===== src/rtl/pipe_hazard_ctrl_if.sv =====
// ---------------------------------------------------------------------------
// pipe_hazard_ctrl_if : decode-stage hazard signals between pipeline and controller. Rev 1.0
// ---------------------------------------------------------------------------
`default_nettype none

interface pipe_hazard_ctrl_if #(
   parameter int CNT_W = 16
);
   logic             id_valid;
   logic [4:0]       id_rs;
   logic [4:0]       id_rt;
   logic             id_use_rs;
   logic             id_use_rt;
   logic             id_wreg;
   logic             id_m2reg;
   logic [4:0]       id_rn;
   logic [1:0]       id_pcsource;
   logic             mem_busy;
   logic             wpcir;
   logic             ex_bubble;
   logic             flush_ifid;
   logic [1:0]       fwda;
   logic [1:0]       fwdb;
   logic             freeze;
   logic [CNT_W-1:0] stall_cnt;

   modport master (
      output id_valid, id_rs, id_rt, id_use_rs, id_use_rt, id_wreg, id_m2reg,
             id_rn, id_pcsource, mem_busy,
      input  wpcir, ex_bubble, flush_ifid, fwda, fwdb, freeze, stall_cnt
   );

   modport slave (
      input  id_valid, id_rs, id_rt, id_use_rs, id_use_rt, id_wreg, id_m2reg,
             id_rn, id_pcsource, mem_busy,
      output wpcir, ex_bubble, flush_ifid, fwda, fwdb, freeze, stall_cnt
   );
endinterface

`default_nettype wire


===== src/rtl/pipe_hazard_ctrl.sv =====
// ---------------------------------------------------------------------------
// pipe_hazard_ctrl : forwarding, load-use stall, flush and freeze control. Rev 1.0
// ---------------------------------------------------------------------------
`default_nettype none

module pipe_hazard_ctrl #(
   parameter int CNT_W = 16
) (
   input  wire logic         clk,
   input  wire logic         clrn,
   pipe_hazard_ctrl_if.slave hz
);
   logic             ex_wreg, ex_m2reg, mem_wreg, mem_m2reg;
   logic [4:0]       ex_rn, mem_rn;
   logic [CNT_W-1:0] cnt;

   logic ex_hit_rs, ex_hit_rt, mem_hit_rs, mem_hit_rt;
   logic lu, frz;

   assign ex_hit_rs  = ex_wreg  && (ex_rn  != 5'd0) && (ex_rn  == hz.id_rs);
   assign ex_hit_rt  = ex_wreg  && (ex_rn  != 5'd0) && (ex_rn  == hz.id_rt);
   assign mem_hit_rs = mem_wreg && (mem_rn != 5'd0) && (mem_rn == hz.id_rs);
   assign mem_hit_rt = mem_wreg && (mem_rn != 5'd0) && (mem_rn == hz.id_rt);

   assign lu  = hz.id_valid && ex_m2reg &&
                ((hz.id_use_rs && ex_hit_rs) || (hz.id_use_rt && ex_hit_rt));
   assign frz = hz.mem_busy;

   // Freeze dominates the load-use interlock and any flush.
   assign hz.freeze     = frz;
   assign hz.wpcir      = !frz && !lu;
   assign hz.ex_bubble  = !frz && lu;
   assign hz.flush_ifid = hz.id_valid && !lu && !frz && (hz.id_pcsource != 2'b00);
   assign hz.stall_cnt  = cnt;

   always_comb begin
      hz.fwda = 2'b00;
      if (hz.id_use_rs) begin
         if (ex_hit_rs)       hz.fwda = 2'b01;
         else if (mem_hit_rs) hz.fwda = mem_m2reg ? 2'b11 : 2'b10;
      end
   end

   always_comb begin
      hz.fwdb = 2'b00;
      if (hz.id_use_rt) begin
         if (ex_hit_rt)       hz.fwdb = 2'b01;
         else if (mem_hit_rt) hz.fwdb = mem_m2reg ? 2'b11 : 2'b10;
      end
   end

   always_ff @(posedge clk or negedge clrn) begin
      if (!clrn) begin
         ex_wreg   <= 1'b0;
         ex_m2reg  <= 1'b0;
         ex_rn     <= 5'd0;
         mem_wreg  <= 1'b0;
         mem_m2reg <= 1'b0;
         mem_rn    <= 5'd0;
         cnt       <= '0;
      end else if (!frz) begin
         mem_wreg  <= ex_wreg;
         mem_m2reg <= ex_m2reg;
         mem_rn    <= ex_rn;
         // A bubble or an interlocked instruction enters EX as a NOP.
         ex_wreg   <= hz.id_valid && !lu && hz.id_wreg;
         ex_m2reg  <= hz.id_valid && !lu && hz.id_m2reg;
         ex_rn     <= hz.id_rn;
         if (lu && (cnt != {CNT_W{1'b1}})) cnt <= cnt + 1'b1;
      end
   end
endmodule

`default_nettype wire


===== src/flat_wrapper.sv =====
// flat-port wrapper written by rule: the top's interface ports become plain ports
module pipe_hazard_ctrl_flat 
#(
   parameter int CNT_W = 16
)
  (clk, clrn, hz_id_valid, hz_id_rs, hz_id_rt, hz_id_use_rs, hz_id_use_rt, hz_id_wreg, hz_id_m2reg, hz_id_rn, hz_id_pcsource, hz_mem_busy, hz_wpcir, hz_ex_bubble, hz_flush_ifid, hz_fwda, hz_fwdb, hz_freeze, hz_stall_cnt);
  pipe_hazard_ctrl_if #(.CNT_W(CNT_W)) hz_i ();
  input  wire logic clk;
  input  wire logic clrn;
  input wire logic [$bits(hz_i.id_valid)-1:0] hz_id_valid;
  input wire logic [$bits(hz_i.id_rs)-1:0] hz_id_rs;
  input wire logic [$bits(hz_i.id_rt)-1:0] hz_id_rt;
  input wire logic [$bits(hz_i.id_use_rs)-1:0] hz_id_use_rs;
  input wire logic [$bits(hz_i.id_use_rt)-1:0] hz_id_use_rt;
  input wire logic [$bits(hz_i.id_wreg)-1:0] hz_id_wreg;
  input wire logic [$bits(hz_i.id_m2reg)-1:0] hz_id_m2reg;
  input wire logic [$bits(hz_i.id_rn)-1:0] hz_id_rn;
  input wire logic [$bits(hz_i.id_pcsource)-1:0] hz_id_pcsource;
  input wire logic [$bits(hz_i.mem_busy)-1:0] hz_mem_busy;
  output wire logic [$bits(hz_i.wpcir)-1:0] hz_wpcir;
  output wire logic [$bits(hz_i.ex_bubble)-1:0] hz_ex_bubble;
  output wire logic [$bits(hz_i.flush_ifid)-1:0] hz_flush_ifid;
  output wire logic [$bits(hz_i.fwda)-1:0] hz_fwda;
  output wire logic [$bits(hz_i.fwdb)-1:0] hz_fwdb;
  output wire logic [$bits(hz_i.freeze)-1:0] hz_freeze;
  output wire logic [$bits(hz_i.stall_cnt)-1:0] hz_stall_cnt;
  assign hz_i.id_valid = hz_id_valid;
  assign hz_i.id_rs = hz_id_rs;
  assign hz_i.id_rt = hz_id_rt;
  assign hz_i.id_use_rs = hz_id_use_rs;
  assign hz_i.id_use_rt = hz_id_use_rt;
  assign hz_i.id_wreg = hz_id_wreg;
  assign hz_i.id_m2reg = hz_id_m2reg;
  assign hz_i.id_rn = hz_id_rn;
  assign hz_i.id_pcsource = hz_id_pcsource;
  assign hz_i.mem_busy = hz_mem_busy;
  assign hz_wpcir = hz_i.wpcir;
  assign hz_ex_bubble = hz_i.ex_bubble;
  assign hz_flush_ifid = hz_i.flush_ifid;
  assign hz_fwda = hz_i.fwda;
  assign hz_fwdb = hz_i.fwdb;
  assign hz_freeze = hz_i.freeze;
  assign hz_stall_cnt = hz_i.stall_cnt;
  pipe_hazard_ctrl #(.CNT_W(CNT_W)) u_core (.clk(clk), .clrn(clrn), .hz(hz_i));
endmodule

===== config.mk =====
export PLATFORM = sky130hd
export DESIGN_NAME = pipe_hazard_ctrl_flat
export DESIGN_NICKNAME = d
export VERILOG_FILES = /design/src/rtl/pipe_hazard_ctrl_if.sv /design/src/rtl/pipe_hazard_ctrl.sv /design/src/flat_wrapper.sv
export SDC_FILE = /design/constraint.sdc
export NUM_CORES = 1
export LEC_CHECK = 0
export BUFFER_PORTS_ARGS = -buffer_cell sky130_fd_sc_hd__buf_2
export CORE_ASPECT_RATIO = 1.25
export CORE_MARGIN = 2
export CORE_UTILIZATION = 55
export CTS_CLUSTER_SIZE = 25
export DETAILED_ROUTE_END_ITERATION = 8
export PLACE_DENSITY = 0.95
export SETUP_SLACK_MARGIN = 0.2
export SYNTH_ARGS = -nofsm -noshare
export SYNTH_HDL_FRONTEND = slang
export SYNTH_SLANG_ARGS = --single-unit

===== constraint.sdc =====
create_clock -name clk -period 4.5 [get_ports clk]
set_clock_uncertainty 0.15 [all_clocks]
set_input_delay 0.225 -clock clk [delete_from_list [all_inputs] [get_ports clk]]
set_output_delay 0.225 -clock clk [all_outputs]
set_load 0.03 [all_outputs]

==> results of run 1 <==
==> cell type report <==
type                    count  area (µm²)
clock buffers               7       55.05
clock inverters             1       5.005
fillers                   232       865.8
inverters                   3       11.26
multi-input cells         121       912.1
flip-flops and latches     30       750.7
well taps                  36       45.04
repair buffers             54       300.3
==> sequential cells by signal, indices dropped and copies added (netlist names) <==
signal,flops
u_core.hz.stall_cnt,16
u_core.ex_rn,5
u_core.mem_rn,5
u_core.ex_m2reg,1
u_core.ex_wreg,1
u_core.mem_m2reg,1
u_core.mem_wreg,1
==> worst max-delay path, delay by kind of cell, from the launching register on <==
kind                   cells  cell delay, ps
flip-flops                 1             450
AO/OA/AOI/OAI              3             850
AND/OR/NAND/NOR            2             650
buffers and inverters      2             290
==> logic make-up (layout without fill, tap and decap cells) <==
logic type / Yosys count / in the layout
multiplexers: 15 / 15
buffers and inverters: 10 / 65
flip-flops: 30 / 30
AND/OR/NAND/NOR: 62 / 62
XOR/XNOR: 33 / 33
AO/OA/AOI/OAI: 10 / 10
adder cells (fa/ha/maj): 1 / 1
==> where the power goes <==
part	switching (µW)	leakage, µW	internal, µW
clock network	91.0	0.0000353	75.5
logic	39.7	0.000596	44.4
registers	22.2	0.000393	284
==> worst max path at each step <==
| stage | startpoint | endpoint | slack (ps) | cells after the start |
|---|---|---|---|---|
| 4_1_cts | u_core.ex_rn[1]$_DFFE_PN0N_ | hz_wpcir | 1530 | 7 |
| 3_5_place_dp | u_core.ex_rn[1]$_DFFE_PN0N_ | hz_wpcir | 1910 | 7 |
| 5_1_grt | u_core.ex_rn[1]$_DFFE_PN0N_ | hz_wpcir | 1400 | 7 |
| 3_3_place_gp | u_core.ex_rn[1]$_DFFE_PN0N_ | hz_wpcir | 1970 | 7 |
| 6_report | u_core.ex_rn[1]$_DFFE_PN0N_ | hz_wpcir | 1550 | 7 |
| 2_1_floorplan | u_core.ex_rn[1]$_DFFE_PN0N_ | hz_wpcir | 1910 | 7 |
==> cells in the final DEF, fill, tap and decap left out, drive strengths merged <==
cell type	Yosys	routed
buf	4	48
dfrtp	30	30
xor2	23	23
mux2	15	15
nor4	11	11
xnor2	10	10
nand3	9	9
nand2	9	9
nor3	9	9
nor2	7	7
clkbuf	3	7
nand4	6	6
dlygate4sd3	0	6
or2	3	3
o21ai	3	3
inv	3	3
or4	2	2
a22o	2	2
a32o	2	2
a22oi	1	1
a31oi	1	1
nand3b	1	1
nor2b	1	1
a21oi	1	1
and3	1	1
and2	1	1
nand2b	1	1
nor4b	1	1
ha	1	1
clkinv	0	1
==> timing repair <==
| item | CTS | global route |
|---|---|---|
| hold buffers | 6 | 0 |
| endpoints found under the setup margin | 0 | 0 |
| buffers inserted | 0 | 0 |
| hold endpoints to repair | 35 | 0 |
==> metrics by stage <==
step,cells,total power [µW],hold WS [ps],util
2_1_floorplan,161,358.6,-220.6,-
3_3_place_gp,238,388.7,129.2,0.6653
3_5_place_dp,238,392.4,136.9,0.6653
4_1_cts,252,563.8,2.455,0.7060
5_1_grt,252,582.1,6.825,0.7060
6_report,252,557.1,14.25,0.7060
==> layer usage <==
layer | vias to the layer above | routed length, µm
met2 | 73 | 2017
met5 | - | 0
met1 | 688 | 1457
met4 | 0 | 89
li1 | 681 | -
met3 | 11 | 324
==> summary.txt, run 1 <==
Floorplan
  • Die height: about 66 µm
  • Core ar.: between 2000 and 3000 µm²
  • Die width: 53.90 µm
  • I/O pins: about 50
  • Floorplan row count: 22
  • Initial core utilization: 0.5811
  • Die area: 3577 µm²

Synth
  • Yosys warns: 0
  • Combinational family with the most area after synthesis: simple AND/OR/NAND/NOR gates
  • Cells after Synth: 161
  • Most frequent cell after synthesis: dfrtp_1
  • Top_reg_cell synth: dfrtp_1
  • Sequential element share of the synthesized area: 0.4386
  • #FFs+latches synth: 30
  • Simple-gate share of the synthesized area: 0.2061
  • Post-Synthesis Net Count: between 150 and 200
  • Top cells by count, synth: dfrtp_1, xor2_1, mux2_2
  • Mux contribution to synthesized area: 0.09868
  • Cell taking the most area after synthesis: dfrtp_1
  • Xor/xnor share of the synthesized area: 0.1689
  • Cell area after synthesis: between 1500 and 2000 µm²
  • Ys async rst share: 1.000
  • EDFF count, synth: 0
  • Synth top area share: 0.4386
  • Synth unique cells: 35
  • Mean post-synth cell area: roughly 11 µm²
  • Synth Area in Compound Gates: 0.05190
  • Post-Synth Adder-Cell Area: 0.007310
  • Top cells by area, synth: dfrtp_1, xor2_1, mux2_2

Power
  • Maximum vdd drop: 0.0002330 V
  • Power Density: 267.9 nW/µm²
  • Leak pwr: a little over 0.001 µW

CTS
  • CTS tree: yes
  • Num CTS Buffers: 5
  • Worst-Skew Late Latency: roughly 340 ps
  • Htree depth: 2
  • Clk sinks: 30
  • Worst-path clk slew: approximately 90 ps
  • CTS max path bufs: 2
  • Resized cells post-CTS: 0
  • CTS root buffer: clkbuf_4

Drt
  • Routed Antenna Nets: 0
  • Post-Route WL: between 3000 and 4000 µm
  • DR iter-0 viols: 22
  • Pre-antenna DRT Iters: 4
  • DR vias: around 1500
  • DR WL/cell: ~15 µm
  • Via density: 5.766
  • Post-route DRC: 0

Timing
  • Worst slew pin tran: ~650 ps
  • Final Hold Viols: 0
  • Fmax achieved: ~0.34 GHz
  • Fin crit period: 2954 ps
  • Setup Viol. Count Final: 0
  • Setup tns final: 0 ps
  • Max-slew violations: 0
  • Relative slew slack: 0.5688
  • Crit share post-route: 0.6565
  • RSZ-0062 raised after global routing: no
  • Final setup margin: 1546 ps

Final layout
  • P&R area growth vs syn: 21.49%
  • Cell area after layout: roughly 2100 µm²
  • Share of layout cells above drive strength 1: 0.3565
  • Antenna diode count: 0
  • Layout Nets: roughly 240

GRT
  • First-pass GRT wire length: around 6100 µm
  • Vias in the first global route: approximately 1400
  • Global route hottest layer: met2
  • Initial antenna violation count: 0
  • Largest net degree at the start of global routing: 31
  • Met3 usage: 0.04525
  • Met1 Use GR: 0.2629
  • GRT met2 Usage: 0.4207
  • Grt total ovfl: 0
  • GRT Overall Usage: 0.2405

Worst setup path
  • Worst Path Required: between 4000 and 5000 ps
  • CP Max Fanout: 18
  • Worst Path Arrival: approximately 2600 ps
  • Capturing point of the worst reg2reg path: u_core.hz.stall_cnt[6]$_DFFE_PN0P_
  • R2R Setup Slk: between 2000 and 2500 ps
  • Cells on worst reg2reg path: 6
  • CP peak stage delay: around 550 ps
  • RR Startpoint: u_core.ex_rn[1]$_DFFE_PN0N_
  • Slowest-stage cell, CP: or4_1
  • Setup crit start kind: flip-flop
  • WS Path Type: reg2out
  • CP endpoint kind: primary output
  • Cell Chain, Critical Path: or4_1, o21ai_2, nor3_2, a22oi_4, inv_2, a31oi_1, buf_2

Min path
  • Hold path start: hz_id_wreg
  • Worst min path class: in2reg
  • Hold endpoint: u_core.ex_wreg$_DFFE_PN0N_
  • Hold Path Cell Cnt: 2

Placed design
  • Post-place instance area: around 2000 µm²
  • Hpwl dp: 2898 µm
  • Routability cong.: 0.8612
  • PortBufs: 48
  • Setup Slack @ Placement: about 1900 ps

Status
  • Outcome: complete, no violations

Flow run
  • Max_cap viols: 0
Note: power is estimated with default switching activity, not from simulation.
==> run 2, diff against run 1 <==
--- a/config.mk
+++ b/config.mk
@@ -5,13 +5,14 @@
 export SDC_FILE = /design/constraint.sdc
 export NUM_CORES = 1
 export LEC_CHECK = 0
+export ABC_AREA = 1
 export BUFFER_PORTS_ARGS = -buffer_cell sky130_fd_sc_hd__buf_2
 export CORE_ASPECT_RATIO = 1.25
 export CORE_MARGIN = 2
-export CORE_UTILIZATION = 55
+export CORE_UTILIZATION = 53
 export CTS_CLUSTER_SIZE = 25
 export DETAILED_ROUTE_END_ITERATION = 8
-export PLACE_DENSITY = 0.95
+export PLACE_DENSITY = 0.92
 export SETUP_SLACK_MARGIN = 0.2
 export SYNTH_ARGS = -nofsm -noshare
 export SYNTH_HDL_FRONTEND = slang
==> constraint.sdc (replaced) <==
create_clock -name clk -period 3.05 [get_ports clk]
set_clock_uncertainty 0.15 [all_clocks]
set_input_delay 0.1525 -clock clk [delete_from_list [all_inputs] [get_ports clk]]
set_output_delay 0.1525 -clock clk [all_outputs]
set_load 0.03 [all_outputs]
==> summary.txt, run 2 <==
Status
  • Outcome: complete, no violations

GRT
  • Vias in the first global route: ~1700
  • Largest net degree at the start of global routing: 31
  • First-pass GRT wire length: between 7000 and 8000 µm
  • Grt total ovfl: 0
  • Initial antenna violation count: 0
  • GRT Overall Usage: 0.2297

Worst setup path
  • Worst Path Required: approximately 2800 ps
  • Worst Path Arrival: 1910 ps
  • RR Startpoint: u_core.hz.stall_cnt[0]$_DFFE_PN0P_
  • Slowest-stage cell, CP: dfrtp_1
  • Setup crit start kind: flip-flop
  • WS Path Type: reg2out
  • CP Max Fanout: 6
  • Cells on worst reg2reg path: 7
  • CP endpoint kind: primary output
  • CP peak stage delay: around 440 ps
  • R2R Setup Slk: between 1000 and 1500 ps
  • Capturing point of the worst reg2reg path: u_core.hz.stall_cnt[3]$_DFFE_PN0P_
  • Cell Chain, Critical Path: nor2_1, nand3_2, nand2_4, inv_1, nand4_2, nand2_4, a21oi_1, nand2_1, nor2_1, buf_2

CTS
  • CTS tree: yes
  • Htree depth: 2
  • Resized cells post-CTS: 0
  • Worst-path clk slew: ~60 ps
  • Num CTS Buffers: 5
  • Clk sinks: 30
  • CTS root buffer: clkbuf_8
  • Worst-Skew Late Latency: approximately 280 ps
  • CTS max path bufs: 2

Synth
  • Cell area after synthesis: about 1900 µm²
  • Sequential element share of the synthesized area: 0.3997
  • Ys async rst share: 1.000
  • Mean post-synth cell area: between 7 and 8 µm²
  • EDFF count, synth: 0
  • Synth top area share: 0.3997
  • Post-Synthesis Net Count: around 270
  • Synth unique cells: 26
  • Top_reg_cell synth: dfrtp_1
  • Top cells by count, synth: nand2_1, dfrtp_1, xor2_1
  • Yosys warns: 0
  • #FFs+latches synth: 30
  • Cell taking the most area after synthesis: dfrtp_1
  • Cells after Synth: between 200 and 250
  • Most frequent cell after synthesis: nand2_1
  • Top cells by area, synth: dfrtp_1, nand2_1, xor2_1

Drt
  • Via density: about 5.1
  • Pre-antenna DRT Iters: 4
  • Post-route DRC: 0
  • Post-Route WL: 4114 µm
  • Routed Antenna Nets: 0
  • DR iter-0 viols: 73
  • DR vias: 1735
  • DR WL/cell: around 12 µm

Timing
  • Fmax achieved: about 0.45 GHz
  • Crit share post-route: 0.7254
  • Relative slew slack: 0.5632
  • RSZ-0062 raised after global routing: no
  • Worst Hold Margin: roughly 25 ps
  • Worst slew pin tran: 655.1 ps
  • Setup Viol. Count Final: 0
  • Max-slew violations: 0
  • Setup tns final: 0 ps
  • Final Hold Viols: 0
  • Fin crit period: ~2200 ps

Min path
  • Hold endpoint: u_core.ex_wreg$_DFFE_PN0N_
  • Worst min path class: in2reg
  • Hold Path Cell Cnt: 3
  • Hold path start: hz_id_valid

Placed design
  • PortBufs: 48
  • Hpwl dp: ~3200 µm
  • Placed Cells: approximately 330
  • Routability cong.: around 0.86

Final layout
  • Fin cells: 340
  • Fill count: 297
  • Share of layout cells above drive strength 1: 0.2259
  • Antenna diode count: 0
  • Layout Nets: between 300 and 400
  • P&R area growth vs syn: 21.85%
  • Most common cell after layout, fill and taps aside: nand2_1
  • Most frequent cells in the layout: nand2_1, buf_2, dfrtp_1, xor2_1, inv_1
  • Max FFs per register: 16

Power
  • Tot Pwr: roughly 880 µW
  • Maximum vdd drop: approximately 0.00035 V
  • Leak pwr: about 0.0013 µW
  • Power Density: between 300 and 400 nW/µm²

Floorplan
  • I/O pins: just under 50
  • Initial core utilization: 0.5438
  • Die width: 57.24 µm
  • Die area: approximately 4000 µm²
  • Floorplan row count: 24
  • Die height: a little over 70 µm
  • Core ar.: ~3500 µm²

Flow run
  • Max_cap viols: 0
## run 2: worst max-delay path by stage
| stage | startpoint | to | slack [ps] | cells after the start |
|---|---|---|---|---|
| after floorplan | u_core.ex_rn[2]$_DFFE_PN0N_ | hz_flush_ifid | 750 | 9 |
| after global placement | u_core.ex_rn[0]$_DFFE_PN0N_ | hz_ex_bubble | 1140 | 8 |
| after detailed placement | u_core.ex_rn[0]$_DFFE_PN0N_ | hz_flush_ifid | 1140 | 10 |
| after CTS | u_core.ex_rn[0]$_DFFE_PN0N_ | hz_flush_ifid | 830 | 10 |
| after global routing | u_core.ex_rn[3]$_DFFE_PN0N_ | hz_ex_bubble | 680 | 10 |
| final | u_core.ex_rn[0]$_DFFE_PN0N_ | hz_flush_ifid | 840 | 10 |
## run 2: cell type report
class	count	area (µm²)	area share
clock buffers	6	82.58	0.03609
inverters	18	67.56	0.02952
multi-input cells	191	1018	0.4451
flip-flops and latches	30	750.7	0.3280
well taps	39	48.80	0.02132
repair buffers	56	320.3	0.1400
## run 2: per-stage QoR
stage,utilization,instance area (µm²),setup slack [ps]
floorplan,-,1878,745.5
global placement,0.6156,2126,1141
detailed placement,0.6156,2126,1139
CTS,0.6627,2288,828.7
global route,0.6627,2288,684.9
finish,0.6627,2288,837.5
## run 2: per-layer routing
| metal | up-vias | wire, µm | GRT usage |
|---|---|---|---|
| met5 | - | 0 | 0 |
| met3 | 6 | 209 | 0.06033 |
| met4 | 0 | 76 | 0.1034 |
| met1 | 792 | 1722 | 0.2656 |
| met2 | 45 | 2105 | 0.3946 |
| li1 | 892 | - | - |
## run 2: critical path: cells and delay by family (launching register included)
kind                   cells  cell delay, ps
AO/OA/AOI/OAI              1             210
buffers and inverters      2             250
flip-flops                 1             440
AND/OR/NAND/NOR            7             730
## run 2: cells by family (layout without fill, tap and decap cells)
logic type | Yosys count | in the layout | share of synthesized area
buf+inv | 24 | 80 | 0.05796
xor+xnor | 28 | 28 | 0.1306
simple gates | 146 | 146 | 0.3604
compound gates | 16 | 16 | 0.04464
fa+ha+maj | 1 | 1 | 0.006661
flops | 30 | 30 | 0.3997
## run 2: where the power goes
part	switching (µW)	internal [µW]	total (µW)
clock	136	173	310
sequential	22.7	417	439
combinational	72.7	54.7	127
## run 2: repair_timing
action	CTS	global route
hold endpoints to repair	37	0
buffers inserted	0	0
hold buffers	8	0
